[config.mk]
export PLATFORM = sky130hd
export DESIGN_NAME = locked_seq_ctrl_flat
export DESIGN_NICKNAME = d
export VERILOG_FILES = /design/src/rtl/locked_seq_pkg.sv /design/src/rtl/locked_seq_ctrl_if.sv /design/src/rtl/locked_seq_ctrl_key_stage_chk.sv /design/src/rtl/locked_seq_ctrl.sv /design/src/flat_wrapper.sv
export SDC_FILE = /design/constraint.sdc
export NUM_CORES = 1
export LEC_CHECK = 0
export ABC_AREA = 1
export CAP_MARGIN = 0
export CELL_PAD_IN_SITES_DETAIL_PLACEMENT = 2
export CELL_PAD_IN_SITES_GLOBAL_PLACEMENT = 2
export CORE_ASPECT_RATIO = 0.8
export CORE_MARGIN = 4
export CORE_UTILIZATION = 34
export DETAILED_ROUTE_END_ITERATION = 10
export GPL_TIMING_DRIVEN = 0
export PLACE_DENSITY_LB_ADDON = 0.1
export SETUP_SLACK_MARGIN = 0.4
export SYNTH_ARGS = -nofsm -noshare
export SYNTH_HDL_FRONTEND = slang
export SYNTH_SLANG_ARGS = --single-unit
[constraint.sdc]
create_clock -name clk -period 2.7 [get_ports clk]
set_input_delay 0.54 -clock clk [delete_from_list [all_inputs] [get_ports clk]]
set_output_delay 0.54 -clock clk [all_outputs]
set_load 0.05 [all_outputs]
[src/rtl/locked_seq_pkg.sv]
// Shared types and helpers for the key-locked sequence controller family.
// Consumers that build the relock option define LOCKED_SEQ_RELOCK_EN.
package locked_seq_pkg;

    localparam int ROT_MAX_W = 64;
    localparam logic [7:0] DEFAULT_KEY_VALUE = 8'hA5;

    typedef logic [1:0] state_t;
    localparam state_t ST_KEY  = 2'd0;
    localparam state_t ST_IDLE = 2'd1;
    localparam state_t ST_RUN  = 2'd2;
    localparam state_t ST_DONE = 2'd3;

    typedef logic [7:0] stage_idx_t;

    // Rotations over the low w bits of v; bits above w must be zero on entry.
    function automatic logic [ROT_MAX_W-1:0] rot_left(input logic [ROT_MAX_W-1:0] v,
                                                      input int unsigned w);
        logic [ROT_MAX_W-1:0] mask;
        mask = {ROT_MAX_W{1'b1}} >> (ROT_MAX_W - w);
        return ((v << 1) | (v >> (w - 1))) & mask;
    endfunction

    function automatic logic [ROT_MAX_W-1:0] rot_right(input logic [ROT_MAX_W-1:0] v,
                                                       input int unsigned w);
        logic [ROT_MAX_W-1:0] mask;
        mask = {ROT_MAX_W{1'b1}} >> (ROT_MAX_W - w);
        return ((v >> 1) | (v << (w - 1))) & mask;
    endfunction

endpackage

[src/rtl/locked_seq_ctrl_if.sv]
// Handshake/data bundle between the locked sequence controller and its driver.
// The relock input exists only when LOCKED_SEQ_RELOCK_EN is defined.
interface locked_seq_ctrl_if #(
    parameter int KEY_W = 4,
    parameter int LEN_W = 5,
    parameter int OUT_W = 23
);
    logic [KEY_W-1:0] keyinput;
    logic             start;
    logic [LEN_W-1:0] len;
    logic [OUT_W-1:0] y;
    logic             busy;
    logic             done;
    logic             key_phase;
`ifdef LOCKED_SEQ_RELOCK_EN
    logic             relock;

    modport master (output keyinput, start, len, relock,
                    input  y, busy, done, key_phase);
    modport slave  (input  keyinput, start, len, relock,
                    output y, busy, done, key_phase);
`else
    modport master (output keyinput, start, len,
                    input  y, busy, done, key_phase);
    modport slave  (input  keyinput, start, len,
                    output y, busy, done, key_phase);
`endif
endinterface

[src/rtl/locked_seq_ctrl_key_stage_chk.sv]
// Multi-stage key preamble: one key chunk per cycle, accumulated into key_ok.
// Stage timing never depends on whether the chunks match.
module key_stage_chk
    import locked_seq_pkg::*;
#(
    parameter int                          KEY_W      = 4,
    parameter int                          NUM_STAGES = 2,
    parameter logic [NUM_STAGES*KEY_W-1:0] KEY_VALUE  = DEFAULT_KEY_VALUE
) (
    input  logic             clk,
    input  logic             rst,
    input  logic             restart,
    input  logic [KEY_W-1:0] keyinput,
    output logic             key_ok,
    output logic             key_phase,
    output logic             preamble_done
);

    stage_idx_t stage;
    logic       in_key;
    logic       chunk_ok;
    logic       last_stage;

    always_comb begin
        chunk_ok = 1'b0;
        for (int g = 0; g < NUM_STAGES; g++) begin
            if (stage == stage_idx_t'(g)) begin
                chunk_ok = (keyinput == KEY_VALUE[g*KEY_W +: KEY_W]);
            end
        end
    end

    assign last_stage    = (stage == stage_idx_t'(NUM_STAGES - 1));
    assign key_phase     = in_key;
    assign preamble_done = in_key && last_stage;

    always_ff @(posedge clk or negedge rst) begin
        if (!rst) begin
            stage  <= '0;
            in_key <= 1'b1;
            key_ok <= 1'b1;
        end else if (restart) begin
            stage  <= '0;
            in_key <= 1'b1;
            key_ok <= 1'b1;
        end else if (in_key) begin
            key_ok <= key_ok & chunk_ok;
            if (last_stage) begin
                stage  <= '0;
                in_key <= 1'b0;
            end else begin
                stage <= stage + 1'b1;
            end
        end
    end

endmodule

[src/rtl/locked_seq_ctrl.sv]
// Key-locked run sequencer: a wrong key is silent until CNT_LIMIT runs have
// completed, after which runs rotate y the wrong way. Option: LOCKED_SEQ_RELOCK_EN.
module locked_seq_ctrl
    import locked_seq_pkg::*;
#(
    parameter int                          KEY_W      = 4,
    parameter int                          NUM_STAGES = 2,
    parameter logic [NUM_STAGES*KEY_W-1:0] KEY_VALUE  = DEFAULT_KEY_VALUE,
    parameter int                          OUT_W      = 23,
    parameter int                          LEN_W      = 5,
    parameter int                          CNT_LIMIT  = 5
) (
    input  logic               clk,
    input  logic               rst,
    locked_seq_ctrl_if.slave   bus
);

    localparam int RUNS_W = $clog2(CNT_LIMIT + 1);

    function automatic logic [RUNS_W-1:0] sat_inc(input logic [RUNS_W-1:0] v);
        return (v >= RUNS_W'(CNT_LIMIT)) ? v : v + 1'b1;
    endfunction

    state_t            state;
    logic [LEN_W-1:0]  cnt;
    logic [RUNS_W-1:0] runs;
    logic [OUT_W-1:0]  y_q;
    logic              dev;
    logic              key_ok;
    logic              key_phase;
    logic              preamble_done;
    logic              relock_req;
    logic              illegal;
    logic              restart;

`ifdef LOCKED_SEQ_RELOCK_EN
    assign relock_req = (state == ST_IDLE) && bus.relock;
`else
    assign relock_req = 1'b0;
`endif

    always_comb begin
        illegal = 1'b0;
        case (state)
            ST_KEY, ST_IDLE, ST_RUN, ST_DONE: illegal = 1'b0;
            default:                          illegal = 1'b1;
        endcase
    end

    assign restart = relock_req | illegal;

    key_stage_chk #(
        .KEY_W      (KEY_W),
        .NUM_STAGES (NUM_STAGES),
        .KEY_VALUE  (KEY_VALUE)
    ) u_key_chk (
        .clk           (clk),
        .rst           (rst),
        .restart       (restart),
        .keyinput      (bus.keyinput),
        .key_ok        (key_ok),
        .key_phase     (key_phase),
        .preamble_done (preamble_done)
    );

    assign bus.y         = y_q;
    assign bus.busy      = (state == ST_RUN);
    assign bus.done      = (state == ST_DONE);
    assign bus.key_phase = key_phase;

    always_ff @(posedge clk or negedge rst) begin
        if (!rst) begin
            state <= ST_KEY;
            cnt   <= '0;
            runs  <= '0;
            y_q   <= '0;
            dev   <= 1'b0;
        end else begin
            case (state)
                ST_KEY: begin
                    if (preamble_done) state <= ST_IDLE;
                end
                ST_IDLE: begin
                    if (relock_req) begin
                        state <= ST_KEY;
                        runs  <= '0;
                    end else if (bus.start) begin
                        cnt <= bus.len;
                        // Direction is fixed for the whole run at acceptance.
                        dev <= !key_ok && (runs >= RUNS_W'(CNT_LIMIT));
                        if (bus.len != '0) begin
                            state <= ST_RUN;
                            y_q   <= OUT_W'(1);
                        end else begin
                            state <= ST_DONE;
                        end
                    end
                end
                ST_RUN: begin
                    if (cnt > LEN_W'(1)) begin
                        cnt <= cnt - 1'b1;
                        y_q <= dev ? OUT_W'(rot_right(ROT_MAX_W'(y_q), OUT_W))
                                   : OUT_W'(rot_left(ROT_MAX_W'(y_q), OUT_W));
                    end else begin
                        y_q   <= '0;
                        state <= ST_DONE;
                    end
                end
                ST_DONE: begin
                    state <= ST_IDLE;
                    if (!key_ok) runs <= sat_inc(runs);
                end
                default: begin
                    state <= ST_KEY;
                    y_q   <= '0;
                end
            endcase
        end
    end

endmodule
[src/flat_wrapper.sv]
// flat-port wrapper written by rule: the top's interface ports become plain ports
module locked_seq_ctrl_flat import locked_seq_pkg::*;
#(
    parameter int                          KEY_W      = 4,
    parameter int                          NUM_STAGES = 2,
    parameter logic [NUM_STAGES*KEY_W-1:0] KEY_VALUE  = DEFAULT_KEY_VALUE,
    parameter int                          OUT_W      = 23,
    parameter int                          LEN_W      = 5,
    parameter int                          CNT_LIMIT  = 5
)
  (clk, rst, bus_keyinput, bus_start, bus_len, bus_y, bus_busy, bus_done, bus_key_phase);
  locked_seq_ctrl_if #(.KEY_W(KEY_W), .LEN_W(LEN_W), .OUT_W(OUT_W)) bus_i ();
  input  logic clk;
  input  logic rst;
  input wire logic [$bits(bus_i.keyinput)-1:0] bus_keyinput;
  input wire logic [$bits(bus_i.start)-1:0] bus_start;
  input wire logic [$bits(bus_i.len)-1:0] bus_len;
  output wire logic [$bits(bus_i.y)-1:0] bus_y;
  output wire logic [$bits(bus_i.busy)-1:0] bus_busy;
  output wire logic [$bits(bus_i.done)-1:0] bus_done;
  output wire logic [$bits(bus_i.key_phase)-1:0] bus_key_phase;
  assign bus_i.keyinput = bus_keyinput;
  assign bus_i.start = bus_start;
  assign bus_i.len = bus_len;
  assign bus_y = bus_i.y;
  assign bus_busy = bus_i.busy;
  assign bus_done = bus_i.done;
  assign bus_key_phase = bus_i.key_phase;
  locked_seq_ctrl #(.KEY_W(KEY_W), .NUM_STAGES(NUM_STAGES), .KEY_VALUE(KEY_VALUE), .OUT_W(OUT_W), .LEN_W(LEN_W), .CNT_LIMIT(CNT_LIMIT)) u_core (.clk(clk), .rst(rst), .bus(bus_i));
endmodule
### Word-level counts from Yosys, hierarchy flattened

Index checks and enable logic that the tools add are counted.

| word-level totals | value |
|---|---|
| bits in registers | 44 |
| bits in latches | 0 |
| memory bits (writable) | 0 |
| bits in read-only memories | 0 |
| bits of input ports | 12 |
| output and inout port bits | 26 |
| memories kept | 0 |

| operators by class | value |
|---|---|
| $add $sub $neg | 3 |
| multiply operators | 0 |
| divide/modulo/power cells | 0 |
| $lt $le $gt $ge | 2 |
| equality and inequality tests | 11 |
| shift-type cells | 0 |
| mux-type cells | 24 |
| bitwise logic cells | 5 |
| reductions and logical operators | 14 |

Operators by type and width:

| operator | count |
|---|---|
| $mux 23 | 4 |
| $pmux 23 s2 | 1 |
| $mux 8 | 3 |
| $or 22x23->23 | 1 |
| $or 23x1->23 | 1 |
| $reduce_and 3->1 | 4 |
| $mux 5 | 2 |
| $pmux 5 s2 | 1 |
| $mux 1 | 9 |
| $add 8x1->8 const B | 1 |
| $eq 8x1->1 const B | 1 |
| $logic_not 8->1 | 1 |
| $pmux 2 s4 | 1 |
| $mux 2 | 3 |
| $ne 2x1->1 const B | 3 |
| $gt 5x1->1 const B | 1 |
| $reduce_bool 5->1 | 1 |
| $sub 5x1->5 const B | 1 |
| $eq 2x2->1 const B | 2 |
| $eq 4x3->1 const B | 1 |
| $eq 4x4->1 const B | 1 |
| $ne 2x2->1 const B | 2 |
| $reduce_bool 2->1 | 2 |
| $reduce_or 4->1 | 1 |
| other kinds (9) | 11 |

### Logic depth before layout (Yosys ltp)

Gate-level depths: netlist (run 1).

| depth | value |
|---|---|
| depth after elaboration | 6 |
| mapped depth | 10 |
| gate-level depth less buffers | 8 |

### Cells and area by module

Synthesis (run 1) repeated with hierarchy kept, for this count alone.

| second synthesis, totals | value |
|---|---|
| cells, all modules | 365 |
| area total of the unflattened synthesis | 2,681.3 um^2 |

By module, submodules not included:

| module | instances | cells each | area each (um^2) | seq. area each (um^2) |
|---|---|---|---|---|
| locked_seq_ctrl | 1 | 276 | 2,025.7 | 850.8 |
| key_stage_chk | 1 | 89 | 655.6 | 252.7 |

### Least setup slack after synthesis (run 1)

No wires, ideal clock.

| path | value |
|---|---|
| path kind | register to register |
| start point | register u_core.state[0] |
| end point | register u_core.y_q[0] (netlist: u_core.bus.y[0]) |
| setup time | 122 ps |
| arrival time | 1,764 ps |
| required time | 2,578 ps |
| slack | 814 ps |
| cell stages (with the launch flop) | 10 |
| buffers on the path | 2 |
| period minus slack after synthesis | 1,886 ps |
| cell sequence | dfrtp_1 inv_1 ha_1 buf_6 inv_4 o21ai_2 nand2_2 inv_2 buf_4 o21ai_1 |

| between the ends | value |
|---|---|
| word-level cells in the longest chain between the ends | 3 |

RTL lines:

| what | line | RTL |
|---|---|---|
| start, declared | locked_seq_ctrl.sv:24 | `state_t state;` |
| start signal, assigned | locked_seq_ctrl.sv:73 | `state <= ST_KEY;` |
| start signal, assigned | locked_seq_ctrl.sv:81 | `if (preamble_done) state <= ST_IDLE;` |
| start signal, assigned | locked_seq_ctrl.sv:85 | `state <= ST_KEY;` |
| $eq 2x2->1 (*) | n/a |  |
| net bus_busy | flat_wrapper.sv:19 | `output wire logic [$bits(bus_i.busy)-1:0] bus_busy;` |
| $reduce_bool 2->1 (no line) | n/a |  |
| $reduce_and 3->1 (no line) | n/a |  |
| end signal, assigned | locked_seq_ctrl.sv:102 | `y_q <= dev ? OUT_W'(rot_right(ROT_MAX_W'(y_q), OUT_W))` |
| end, declared | locked_seq_ctrl.sv:27 | `logic [OUT_W-1:0] y_q;` |

Mark *: on every way through the listed nets, which the timed path passes. The rest lies on a longest branch.
A chain may end at the register's enable or synchronous reset.

### Final worst setup path (run 1)

| path | value |
|---|---|
| start point | register u_core.state[0] |
| end point | output port bus_busy |

| between the ends | value |
|---|---|
| word-level cells in the longest chain between the ends | 1 |

RTL lines:

| what | line | RTL |
|---|---|---|
| $eq 2x2->1 | locked_seq_ctrl.sv:67 | `assign bus.busy = (state == ST_RUN);` |
| end, declared | flat_wrapper.sv:19 |  |

No other way between the ends.

==> results.cfg, run 1 <==
[place]
place_congestion = 0.786
detailed_place_hpwl_um = 5330
portBuffers = 37
postPlaceCellArea_mm2 = 0.00298

[setup_path]
cp.arrival_ns = 1.54
path_max_fanout = 4
path_class = reg2out
worstRegToRegCells = 10
r2r_end = u_core.bus.y[4]
crit_path_top_delay_cell = dlygate4sd2_1
regToRegStartpoint = u_core.state[0]
r2r_setup_slack_ns = 0.95
end_kind = output pin
cp_data_required_time_ns = 2.16
cp_num_buf_inv = 2
crit_path_start_kind = register
crit_chain = inv_1, ha_1, dlygate4sd2_1
cp_slowest_stage_delay_ns = 0.54
path_delay_family = buffers and inverters

[global_routing]
grt-ovfl-total = 0
grt_first_pass_wirelength_um = 12300
antenna_found_initial = 0
grt_max_degree = 25
grt.total_usage = 0.171
grt_pass1_vias = 2483

[synthesis]
async_reset_ff_frac = 1.00
ys_seq_elements = 44
mappedNetlistArea_mm2 = 0.00248
syn_nets = 332
synthCells = 309
synth_edf_count = 0
syn_area_per_cell_um2 = 8.04
ys_seq_area_frac = 0.444
ys_types = 30
ys_warn_count = 0
ys.flop_type = dfrtp_1

[sta]
max_freq_mhz = 480
tightest_slew_ns = 0.540
fin_skew_ns = 0.0168
drv_slew = 0
timing.final.crit_period_ns = 2.08
relSlewSlack = 0.640
rsz0062_at_grt = false
final_hold_viol_count = 0
setup_viol = 0
post-route-period-util = 0.771
whs_ns = 0.209

[die]
die_h_um = 84.4
rows = 27
initial_utilization = 0.355
ioPinCount = 38
core_mm2 = 0.00699
dieArea_mm2 = 0.00874
die_x_um = 104

[route]
first_iter_violations = 33
drt_pass1_iterations = 4
post_drt_wl_per_cell_um = 15.6
vias = 2206
drc_errors = 0
ant_nets = 0
totalWireLength_um = 6880
vias_per_cell = 4.99

[power]
total_power_mw = 1.21
vdd_ir_drop_max_mv = 0.232
power.density_mw_per_mm2 = 394
p_leak_nw = 1.43

[final_layout]
stdcell_area_mm2 = 0.00308
layout-drive-gt1-share = 0.121
layout_common_cells = nand2_1, inv_1, dfrtp_1, o21ai_0, clkdlybuf4s50_1
layout_commonest_cell = nand2_1
area_growth_pct = 24.2
nets = 377
n_antenna_cell = 0

[worst_hold_path]
hold_path_class = in2async

[clocking]
clk_latency_ns = 0.30
clk_pin_slew_ns = 0.10
cts_hold_buf = 0
cts_buffers = 5
cts_root_buf = clkbuf_8
cts_max_path_buffers = 2
htreeDepth = 2
cts_tree = yes
clock-sinks = 44

[run_status]
outcome = finished clean

[run]
maxCapViolations = 0
## sequential cells by signal, summed over array words and instances (netlist names)
signal,flops
u_core.dev,1
u_core.cnt,5
u_core.state,2
u_core.bus.y,23
u_core.u_key_chk.key_ok,1
u_core.u_key_chk.key_phase,1
u_core.u_key_chk.stage,8
u_core.runs,3
## logic make-up after synthesis
logic type	count (synthesis)	share of synthesized area
and+or+nand+nor	125	0.209
AOI/OAI and AO/OA	63	0.161
buffers and inverters	58	0.102
DFF	44	0.444
adders and majority gates	11	0.0554
xor gates and xnor gates	8	0.0282
## what timing repair did
| action | in CTS | in global routing |
|---|---|---|
| gates cloned | 0 | 0 |
| setup endpoints to repair | 2 | 1 |
| gates resized for setup | 2 | 1 |
| buffers inserted | 0 | 0 |
## worst register-to-register path: stages (launching register included)
cell	delay, ns
dfrtp_1	0.43
inv_1	0.11
ha_1	0.18
buf_6	0.15
inv_4	0.07
o21ai_2	0.16
nand2_2	0.12
nor2_4	0.16
buf_6	0.16
nand2_1	0.08
o21ai_2	0.07
## metal layers
layer,global-route usage,up-vias,part of all wire
li1,-,1061,-
met1,0.216,1103,0.46
met5,0,-,0
met2,0.302,36,0.49
met3,0.0400,6,0.038
met4,0.0338,0,0.0092
## stage by stage
stage          TNS, ns  utilization  setup WS (ns)  instances
2_1_floorplan        0            -          0.814        309
3_3_place_gp    -12.91        0.424         -0.310        433
3_5_place_dp         0        0.426          0.646        434
4_1_cts              0        0.441          0.424        442
5_1_grt              0        0.441          0.510        442
6_report             0        0.441          0.618        442
## final cells by class
| cell class | instances | area [µm²] |
|---|---|---|
| buffer | 10 | 71.3 |
| clock buffer | 7 | 76.3 |
| inverter | 48 | 183 |
| sequential | 44 | 1100 |
| fill | 805 | 3910 |
| timing repair buffer | 38 | 385 |
| tap | 87 | 109 |
| multi-input combinational | 207 | 1130 |
| clock inverter | 1 | 30.0 |
## power breakdown
part	switching [mW]	internal [mW]
Combinational	0.0213	0.0190
Sequential	0	0.659
Clock	0.238	0.278
Total	0.260	0.955
## cells in the mapped netlist, types with 2 or more instances
| cell | instances | area [µm²] |
|---|---|---|
| buf_2 | 3 | 15.0 |
| buf_4 | 2 | 15.0 |
| buf_6 | 3 | 33.8 |
| clkbuf_1 | 2 | 7.51 |
| dfrtp_1 | 42 | 1050 |
| dfstp_2 | 2 | 52.6 |
| ha_1 | 11 | 138 |
| inv_1 | 46 | 173 |
| nand2_1 | 89 | 334 |
| nand2_2 | 2 | 12.5 |
| nand3_1 | 9 | 45.0 |
| nand4_1 | 3 | 18.8 |
| nor2_1 | 13 | 48.8 |
| nor3_1 | 4 | 20.0 |
| nor3b_1 | 2 | 15.0 |
| o21ai_0 | 37 | 185 |
| o21ai_2 | 20 | 175 |
| xor2_1 | 7 | 61.3 |
## worst max path at each step
stage	endpoint	cells after the start	start	slack (ns)
after global routing	bus_busy	3	u_core.state[0]	0.51
after detailed placement	bus_busy	3	u_core.state[0]	0.65
final	bus_busy	3	u_core.state[0]	0.62
after floorplan	u_core.bus.y[0]	9	u_core.state[0]	0.81
after CTS	bus_key_phase	1	u_core.u_key_chk.key_phase	0.42
after global placement	u_core.cnt[3]	1	rst	-0.31
Note: power is estimated with default switching activity, not from simulation.
==> run 2, diff against run 1 <==
--- a/config.mk
+++ b/config.mk
@@ -11,7 +11,7 @@
 export CELL_PAD_IN_SITES_GLOBAL_PLACEMENT = 2
 export CORE_ASPECT_RATIO = 0.8
 export CORE_MARGIN = 4
-export CORE_UTILIZATION = 34
+export CORE_UTILIZATION = 31
 export DETAILED_ROUTE_END_ITERATION = 10
 export GPL_TIMING_DRIVEN = 0
 export PLACE_DENSITY_LB_ADDON = 0.1
==> constraint.sdc (replaced) <==
create_clock -name clk -period 2.1 [get_ports clk]
set_input_delay 0.42 -clock clk [delete_from_list [all_inputs] [get_ports clk]]
set_output_delay 0.42 -clock clk [all_outputs]
set_load 0.05 [all_outputs]
==> results.cfg, run 2 (synthesis gave the netlist of run 1 again) <==
[run_status]
outcome = finished clean

[route]
post_drt_wl_per_cell_um = 14.9
ant_nets = 0
first_iter_violations = 33
vias_per_cell = 4.68
drc_errors = 0
totalWireLength_um = 6870
vias = 2162
drt_pass1_iterations = 4

[sta]
drv_slew = 0
rsz0062_at_grt = true
post-route-period-util = 0.800
fin_skew_ns = 0.00569
tightest_slew_ns = 0.533
timing.final.ws_setup_ns = 0.419
final_hold_viol_count = 0
max_freq_mhz = 595
timing.final.crit_period_ns = 1.68
setup_viol = 0
relSlewSlack = 0.645

[final_layout]
n_antenna_cell = 0
largest_reg_flops = 23
layout_commonest_cell = nand2_1
area_growth_pct = 26.7
layout_common_cells = nand2_1, inv_1, dfrtp_1, o21ai_0, o21ai_2
num-fill-cells = 886
nets = 379
finalCoreUtilization = 0.414
layout-drive-gt1-share = 0.165
stdcell_area_mm2 = 0.00315
fin_cells = 462

[die]
initial_utilization = 0.327
die_h_um = 88.1
core_mm2 = 0.00760
rows = 28
dieArea_mm2 = 0.00952
die_x_um = 108
ioPinCount = 38

[clocking]
htreeDepth = 2
cts_max_path_buffers = 2
clk_latency_ns = 0.30
cts_buffers = 5
clk_pin_slew_ns = 0.09
cts_root_buf = clkbuf_8
clock-sinks = 44
cts_tree = yes

[global_routing]
grt_first_pass_wirelength_um = 12100
grt.total_usage = 0.159
grt-ovfl-total = 0
met2_usage = 0.286
grt_pass1_vias = 2449
use_met3 = 0.0287
use_met1 = 0.201
busiest_layer = met2
antenna_found_initial = 0
grt_max_degree = 25

[place]
portBuffers = 37
place_congestion = 0.726
detailed_place_hpwl_um = 5220
place_ws_ns = 0.186
postPlaceCellArea_mm2 = 0.00301
placed_cells_incl_taps = 452

[power]
p_leak_nw = 1.49
total_power_mw = 1.61
vdd_ir_drop_max_mv = 0.223
power.density_mw_per_mm2 = 513

[setup_path]
crit_path_start_kind = register
cp_data_required_time_ns = 1.68
cp.arrival_ns = 1.26
path_max_fanout = 3
end_kind = output pin
path_class = reg2out

[run]
maxCapViolations = 0

[worst_hold_path]
hold_path_class = in2async
run 2: per-layer routing:
metal  wire, µm  vias up
met4         41        0
met3        247        4
met1       3230     1058
met5          0        -
li1           -     1066
met2       3350       34
run 2: where the power goes:
group          switching (mW)  internal [mW]  leakage, nW
clock                   0.325          0.390       0.0614
sequential                  0          0.847        0.596
combinational          0.0273         0.0244        0.829
total                   0.352           1.26         1.49
run 2: cell type report:
class | instances | area [µm²] | area share
Buffer | 10 | 82.6 | 0.0262
Clock buffer | 6 | 82.6 | 0.0262
Clock inverter | 2 | 38.8 | 0.0123
Inverter | 48 | 183 | 0.0581
Multi-Input combinational cell | 207 | 1160 | 0.367
Sequential cell | 44 | 1100 | 0.351
Tap cell | 105 | 131 | 0.0417
Timing Repair Buffer | 40 | 368 | 0.117
run 2: per-stage QoR:
step,setup TNS [ns],hold WS (ns)
after floorplan,0,0.124
after global placement,-35.34,0.457
after detailed placement,0,0.439
after CTS,0,0.101
after global routing,0,0.114
final,0,0.0895
run 2: critical path: stages, from the launching register on:
cell	delay (ns)
dfrtp_1	0.41
buf_4	0.16
ha_1	0.23
buf_6	0.16
run 2: what timing repair did:
| action | 4_1_cts | 5_1_grt |
|---|---|---|
| hold buffers | 0 | 0 |
| gates resized for setup | 38 | 29 |
| setup endpoints to repair | 48 | 47 |
| setup buffers | 2 | 0 |
| pin swaps | 1 | 0 |
run 2: final timing paths:
kind                                               from                       to  slack [ns]  depth (start not counted)
worst max-delay path                    u_core.state[0]                 bus_done        0.42                          3
worst min register to register  u_core.u_key_chk.key_ok  u_core.u_key_chk.key_ok        0.48                          2
max in group asynchronous                           rst  u_core.u_key_chk.key_ok        1.41                          2
worst min-delay path                                rst         u_core.bus.y[11]        0.09                          1
min in group clk                u_core.u_key_chk.key_ok  u_core.u_key_chk.key_ok        0.48                          2
worst max register to register          u_core.state[0]          u_core.bus.y[2]        0.47                         10
